<file path="src/rtl/hazard_forwarding_unit.sv">
// Pipeline hazard controller: load-use stall, redirect flush and EX operand
// forwarding selects, driven from a shadow copy of the EX/MEM/WB destinations.
module hazard_forwarding_unit #(
  parameter int unsigned REG_BITS = 5,
  parameter int unsigned CNT_BITS = 16
) (
  input  logic                clk,
  input  logic                reset_n,
  input  logic                ID_valid,
  input  logic [REG_BITS-1:0] ID_rs1,
  input  logic [REG_BITS-1:0] ID_rs2,
  input  logic                ID_rs1_used,
  input  logic                ID_rs2_used,
  input  logic [REG_BITS-1:0] ID_rd,
  input  logic                ID_RF_Enable,
  input  logic                ID_Load_Instr,
  input  logic                EX_redirect,
  output logic                cu_mux_sel,
  output logic                PC_LE,
  output logic                IF_ID_LE,
  output logic                IF_ID_flush,
  output logic [1:0]          fwd_sel_A,
  output logic [1:0]          fwd_sel_B,
  output logic [CNT_BITS-1:0] stall_count
);

  typedef struct packed {
    logic                v;
    logic [REG_BITS-1:0] rd;
    logic                wr;
    logic                ld;
  } shadow_t;

  localparam logic [1:0] SEL_RF  = 2'b00;
  localparam logic [1:0] SEL_EX  = 2'b01;
  localparam logic [1:0] SEL_MEM = 2'b10;
  localparam logic [1:0] SEL_WB  = 2'b11;

  shadow_t s_ex, s_mem, s_wb;
  shadow_t id_entry, s_ex_next;
  logic    hazard;
  logic    count_stall;
  logic [1:0] fwd_a_next, fwd_b_next;

  function automatic logic match(input shadow_t e, input logic [REG_BITS-1:0] r);
    return e.v && e.wr && (e.rd == r) && (r != '0);
  endfunction

  // Youngest producer wins: EX before MEM before WB.
  function automatic logic [1:0] pick_fwd(input logic [REG_BITS-1:0] r);
    if (match(s_ex, r))       return SEL_EX;
    else if (match(s_mem, r)) return SEL_MEM;
    else if (match(s_wb, r))  return SEL_WB;
    else                      return SEL_RF;
  endfunction

  always_comb begin
    id_entry.v  = ID_valid;
    id_entry.rd = ID_rd;
    id_entry.wr = ID_RF_Enable && (ID_rd != '0);
    id_entry.ld = ID_Load_Instr;
  end

  assign hazard = ID_valid && s_ex.ld &&
                  ((ID_rs1_used && match(s_ex, ID_rs1)) ||
                   (ID_rs2_used && match(s_ex, ID_rs2)));

  // Redirect outranks the load-use stall; both insert a bubble into EX.
  always_comb begin
    cu_mux_sel  = 1'b0;
    PC_LE       = 1'b1;
    IF_ID_LE    = 1'b1;
    IF_ID_flush = 1'b0;
    count_stall = 1'b0;
    s_ex_next   = id_entry;
    fwd_a_next  = SEL_RF;
    fwd_b_next  = SEL_RF;
    if (EX_redirect) begin
      IF_ID_flush = 1'b1;
      cu_mux_sel  = 1'b1;
      s_ex_next   = '0;
    end else if (hazard) begin
      cu_mux_sel  = 1'b1;
      PC_LE       = 1'b0;
      IF_ID_LE    = 1'b0;
      count_stall = 1'b1;
      s_ex_next   = '0;
    end else if (ID_valid) begin
      if (ID_rs1_used) fwd_a_next = pick_fwd(ID_rs1);
      if (ID_rs2_used) fwd_b_next = pick_fwd(ID_rs2);
    end
  end

  always_ff @(posedge clk or negedge reset_n) begin
    if (!reset_n) begin
      s_ex        <= '0;
      s_mem       <= '0;
      s_wb        <= '0;
      fwd_sel_A   <= SEL_RF;
      fwd_sel_B   <= SEL_RF;
      stall_count <= '0;
    end else begin
      s_wb      <= s_mem;
      s_mem     <= s_ex;
      s_ex      <= s_ex_next;
      fwd_sel_A <= fwd_a_next;
      fwd_sel_B <= fwd_b_next;
      if (count_stall && (stall_count != '1))
        stall_count <= stall_count + CNT_BITS'(1);
    end
  end

endmodule

</file>
<file path="config.mk">
export PLATFORM = sky130hd
export DESIGN_NAME = hazard_forwarding_unit
export DESIGN_NICKNAME = d
export VERILOG_FILES = /design/src/rtl/hazard_forwarding_unit.sv
export SDC_FILE = /design/constraint.sdc
export NUM_CORES = 1
export LEC_CHECK = 0
export CORE_AREA = 3 3 76 78
export DETAILED_ROUTE_END_ITERATION = 12
export DIE_AREA = 0 0 79 81
export PLACE_DENSITY = 0.67
export SETUP_SLACK_MARGIN = 0.2
export SYNTH_ARGS = -nofsm -noshare
export SYNTH_HDL_FRONTEND = slang
export SYNTH_SLANG_ARGS = --single-unit
</file>
<file path="constraint.sdc">
create_clock -name clk -period 1.75 [get_ports clk]
set_input_delay 0.2625 -clock clk [delete_from_list [all_inputs] [get_ports clk]]
set_output_delay 0.2625 -clock clk [all_outputs]
set_load 0.01 [all_outputs]
</file>
=== Word level (Yosys, flattened, before mapping) ===
Index checks and enable logic that the tools add are counted.

* Output and inout port bits: 24
* Bits in registers: 42
* Word-level logic and storage cells: 68
* Bits of input ports: 23

* Add/sub/neg operators: 1
* Reductions and logical operators: 25
* Equality and inequality tests: 7
* Multiplexer cells: 22

{| class="wikitable"
|+ Operator list
! operator !! count
|-
| == test 5 bit || 6
|-
| 2-to-1 mux 2 bit || 14
|-
| logical AND 1 bit || 21
|-
| adder 16 x 1 -> 16 bit (second input constant) || 1
|-
| 2-to-1 mux 8 bit || 2
|-
| inequality test 16 bit (second input constant) || 1
|-
| nonzero test 5 bit || 3
|-
| 2-to-1 mux 1 bit || 6
|-
| logical OR 1 bit || 1
|}

=== Longest topological paths before layout ===
* Depth in word-level cells: 10
* Depth in mapped cells: 8

=== Worst setup path before layout ===
OpenSTA, ideal clock, no wires.

* Kind: input to register
* From: in ID_rs2[1]
* To: reg fwd_sel_B[1]
* Data arrival time: 1.796 ns
* Setup slack: -0.140 ns
* Cell stages on the path: 7
* Path buffers: 0
* Required time: 1.655 ns
* Path through: or4_4 > nor2_4 > nor4bb_2 > or2_4 > a31oi_4 > inv_4 > nor4_4

* Cells in the longest elaborated chain, start to end: 10
* Elaborated cells between the ends (all ways): 20

{| class="wikitable"
|+ RTL lines
! item !! RTL line !! RTL
|-
| start, declared || 11 || <nowiki>input logic [REG_BITS-1:0] ID_rs2,</nowiki>
|-
| == test 5 bit || 46 || <nowiki>return e.v && e.wr && (e.rd == r) && (r != '0);</nowiki>
|-
| logical AND 1 bit (2 in series) || 46 ||
|-
| 2-to-1 mux 2 bit || 53 || <nowiki>else if (match(s_wb, r)) return SEL_WB;</nowiki>
|-
| 2-to-1 mux 2 bit || 52 || <nowiki>else if (match(s_mem, r)) return SEL_MEM;</nowiki>
|-
| 2-to-1 mux 2 bit || 51 || <nowiki>if (match(s_ex, r)) return SEL_EX;</nowiki>
|-
| 2-to-1 mux 2 bit || 90 || <nowiki>if (ID_rs2_used) fwd_b_next = pick_fwd(ID_rs2);</nowiki>
|-
| 2-to-1 mux 2 bit || 88 || <nowiki>end else if (ID_valid) begin</nowiki>
|-
| 2-to-1 mux 2 bit * || 82 || <nowiki>end else if (hazard) begin</nowiki>
|-
| 2-to-1 mux 2 bit * || 78 || <nowiki>if (EX_redirect) begin</nowiki>
|-
| net fwd_b_next[1] || 43 || <nowiki>logic [1:0] fwd_a_next, fwd_b_next;</nowiki>
|-
| end signal, assigned || 107 || <nowiki>fwd_sel_B <= fwd_b_next;</nowiki>
|-
| end, declared || 23 || <nowiki>output logic [1:0] fwd_sel_B,</nowiki>
|}

Mark *: on every way through the listed nets, which the timed path passes. The rest lies on a longest branch.
A chain may end at the register's enable or synchronous reset.

=== Final worst setup path ===
* From: reg s_ex[6] (netlist name)
* To: out cu_mux_sel

* Cells in the longest elaborated chain, start to end: 8
* Elaborated cells between the ends (all ways): 12

{| class="wikitable"
|+ RTL lines
! item !! RTL line !! RTL
|-
| start, declared || 39 || <nowiki>shadow_t s_ex, s_mem, s_wb;</nowiki>
|-
| start signal, assigned || 105 || <nowiki>s_ex <= s_ex_next;</nowiki>
|-
| == test 5 bit || 46 ||
|-
| logical AND 1 bit (2 in series) || 46 ||
|-
| logical AND 1 bit, on equally long branches || 65, 66 ||
|-
| logical OR 1 bit * || 65 || <nowiki>((ID_rs1_used && match(s_ex, ID_rs1)) ||</nowiki>
|-
| logical AND 1 bit * || 64 || <nowiki>assign hazard = ID_valid && s_ex.ld &&</nowiki>
|-
| 2-to-1 mux 1 bit * || 82 ||
|-
| 2-to-1 mux 1 bit * || 78 ||
|-
| end, declared || 18 || <nowiki>output logic cu_mux_sel,</nowiki>
|}

Mark *: on every way between the ends. The rest lies on a longest branch, timed or not.

==> impl_metrics.toml <==
[worst_setup_path]
timing.critical_path.depth = 8
crit_path_cell_trace = "buf_4 -> xnor2_1 -> nand4_1 -> nor4_2 -> or2_4 -> a31oi_4 -> inv_4 -> buf_6"
arrival_time_of_data_at_the_critical_path_endpoint_ns = 1.92
crit_end = "cu_mux_sel"
cp.buffers_inverters = 3
end_kind = "primary output"
r2r_slack_ns = -0.39
critical-path-max-stage-delay_ns = 0.42
criticalPathCategory = "reg2out"
critPathMaxFanout = 3
timing.critical_path.max_delay_family = "simple AND/OR/NAND/NOR gates"
timing.reg2reg.worst_path_depth = 9
slowest_stage = "sky130_fd_sc_hd__dfrtp_1"
rr_startpoint = "s_ex[6]$_DFF_PN0_"
worst_r2r_endpoint = "stall_count[1]$_DFFE_PN0P_"
cp_data_required_time_ns = 1.49
setup.worst_path.start = "s_ex[6]$_DFF_PN0_"
setup.worst_path.start_class = "flip-flop"

[final_layout]
final_core_utilization = 0.647
antenna_cells_inserted = 0
final_area_mm2 = 0.00332
fraction_of_layout_cells_with_a_size_suffix_above_1 = 0.388
finalNonFillerCells = 369
finish.net_count = 322
layout.filler_cells = 423
mostFrequentLayoutCells = "sky130_fd_sc_hd__buf_4 (48), sky130_fd_sc_hd__dfrtp_1 (42), sky130_fd_sc_hd__xnor2_1 (25)"
layout-area-overhead-vs-synth_pct = 62.7
leading_cell_type_in_the_layout_fill_and_taps_excluded = "sky130_fd_sc_hd__buf_4"

[sta]
post-route-worst-setup-slack_ns = -0.435
layout_min_cycle_time_ns = 2.19
final.setup_skew_ns = 0.00649
min_period_over_period = 1.25
slew_headroom = 0.666
maxClockFrequency_mhz = 458
rsz0062_at_grt = "yes"
hold_violations = 0
holdWs_ns = 0.393
finalMaxSlewViolations = 0
finalSetupViolations = 31
tightest_slew_ns = 0.501

[yosys]
distinct_cell_type_count_of_the_synthesized_netlist = 32
synth_sequential_area_ratio = 0.515
ys_top_cells_by_area = "sky130_fd_sc_hd__dfrtp_1 (51%), sky130_fd_sc_hd__xnor2_1 (12%), sky130_fd_sc_hd__xor2_1 (7.7%), sky130_fd_sc_hd__nand4_1 (4.3%), sky130_fd_sc_hd__nand2_1 (3.3%)"
synthesized_netlist_cell_count = 182
syn_avg_cell_area_um2 = 11.2
top_cell_type_s_share_of_synthesized_area = 0.515
post_synth_instance_area_mm2 = 0.00204
mappedNetlistNets = 206
postSynthRegisterBits = 42
synth_top_area_cell = "sky130_fd_sc_hd__dfrtp_1"
synth-warning-count = 0

[clocking]
cts-buffers-inserted = 5
h_tree_depth = 2
clock_latency_ns = 0.29
path_clk_slew_ns = 0.08
cts-root-buf = "sky130_fd_sc_hd__clkbuf_8"
clockBufferDepth = 2
tritoncts_clock_tree = "yes"
cts_sinks = 42

[global_routing]
wire_length_of_the_first_global_routing_pass_mm = 8.21
antenna_found_initial = 0
overflow = 0
groute.usage.overall = 0.166
grt_max_degree = 24
vias_in_the_first_global_route = 1845

[power_and_ir_drop]
switchingPower_uw = 462
power.share.clock = 0.326
internal_power_mw = 1.48
power.share.combinational = 0.147
power.density_cell_area_mw_per_mm2 = 583
vdd_drop_max_mv = 0.486
seqPwrFrac = 0.527
switching_part_of_the_total_power = 0.238
total_leakage_power_nw = 1.55

[floorplanning]
die_w_um = 79
dieHeight_um = 81
floorplan.rows = 26
fp.dieArea_mm2 = 0.00640
core_area_mm2 = 0.00514
io_pins = 47
floorplan.initialDensity = 0.397

[detailed_routing]
route.detailed.wl_per_inst_um = 13.7
drtIter0Drc = 60
drt_first_pass_iters = 4
detailroute.via_count = 1781
wl_mm = 5.07
antenna_violating_nets_left = 0
drt-vias-per-instance = 4.83
drcViolationCount = 0

[placement]
placement.io_buffers = 46
gp_congestion = 0.848
dpl.cell_count = 339
placement.cell_area_mm2 = 0.00290
dp.final_hpwl_mm = 3.68

[flow_run]
max_cap_violations = 0

[hold_path]
hp-start = "s_mem[1]$_DFF_PN0_"
timing.hold.worst.class = "reg2reg"

[run_status]
outcome = "finished with violations"
failing_checks = "negative setup slack"
stage by stage:
step	worst slack, ns	TNS, ns	power, mW
3_5_place_dp	-0.943	-18.61	1.28
6_report	-0.435	-8.93	1.94
2_1_floorplan	-0.119	-0.492	1.12
5_1_grt	-0.551	-12.60	2.01
4_1_cts	-0.371	-5.25	1.93
3_3_place_gp	-0.954	-18.30	1.28
power groups by stage:
stage / registers [mW] / clock network, mW / logic [mW]
3_5_place_dp: 1.04 / 0 / 0.240
3_3_place_gp: 1.04 / 0 / 0.238
4_1_cts: 1.02 / 0.645 / 0.263
6_report: 1.02 / 0.632 / 0.284
5_1_grt: 1.02 / 0.676 / 0.307
2_1_floorplan: 1.03 / 0 / 0.0893
per-layer routing:
metal | global-route usage | part of all wire | vias up
met3 | 0.0377 | 0.051 | 11
met2 | 0.283 | 0.48 | 46
met5 | 0 | 0 | -
met4 | 0.0670 | 0.022 | 0
met1 | 0.203 | 0.44 | 860
li1 | - | - | 864
kinds of logic (layout without fill, tap and decap cells):
kind of cell               count (synthesis)  count (layout)  synth area share
DFF                                       42              42             0.515
adders and majority gates                  1               1           0.00613
muxes                                      1               1           0.00551
and+or+nand+nor                           83              83             0.241
AOI/OAI and AO/OA                          6               6            0.0270
xor gates and xnor gates                  45              45             0.193
buffers and inverters                      4             121            0.0129
repair_timing:
action | CTS | global route
resized for setup | 73 | 12
setup buffers | 15 | 6
hold endpoints to repair | 21 | 0
setup endpoints to repair | 44 | 35
pin swaps | 31 | 14
hold buffers | 1 | 0
state kept, by name (all words and copies together) (netlist names):
name,count
s_wb,7
fwd_sel_B,2
s_ex,8
s_mem,7
fwd_sel_A,2
stall_count,16
final cells by class:
cell class / count / area [um2] / share of cell area
clock buffer: 7 / 86.3 / 0.0260
clock inverter: 1 / 5.00 / 0.00151
inverter: 1 / 6.26 / 0.00188
multi-input combinational: 136 / 1090 / 0.329
sequential: 42 / 1050 / 0.316
tap: 70 / 87.6 / 0.0264
timing repair buffer: 112 / 993 / 0.299
cell usage after synthesis (all sizes together):
library cell,number
dfrtp,42
xnor2,27
nand2,18
xor2,18
nand4,14
nor2,12
and2,9
nor4,9
nor3,7
nand3,6
buf,3
or4,3
a21oi,2
a31oi,1
a41oi,1
and3,1
ha,1
inv,1
mux2,1
nor2b,1
nor3b,1
nor4bb,1
o211a,1
o21ai,1
or2,1
how the worst min path moves through the flow:
stage,to,slack [ns],cells past startpoint
floorplan,fwd_sel_A[0]$_DFF_PN0_,-0.03,0
CTS,s_wb[7]$_DFF_PN0_,0.40,0
global placement,s_mem[6]$_DFF_PN0_,0.25,1
detailed placement,s_mem[6]$_DFF_PN0_,0.25,1
global route,s_wb[7]$_DFF_PN0_,0.41,0
finish,s_wb[1]$_DFF_PN0_,0.39,0
Power figures use the tool's default switching activity.
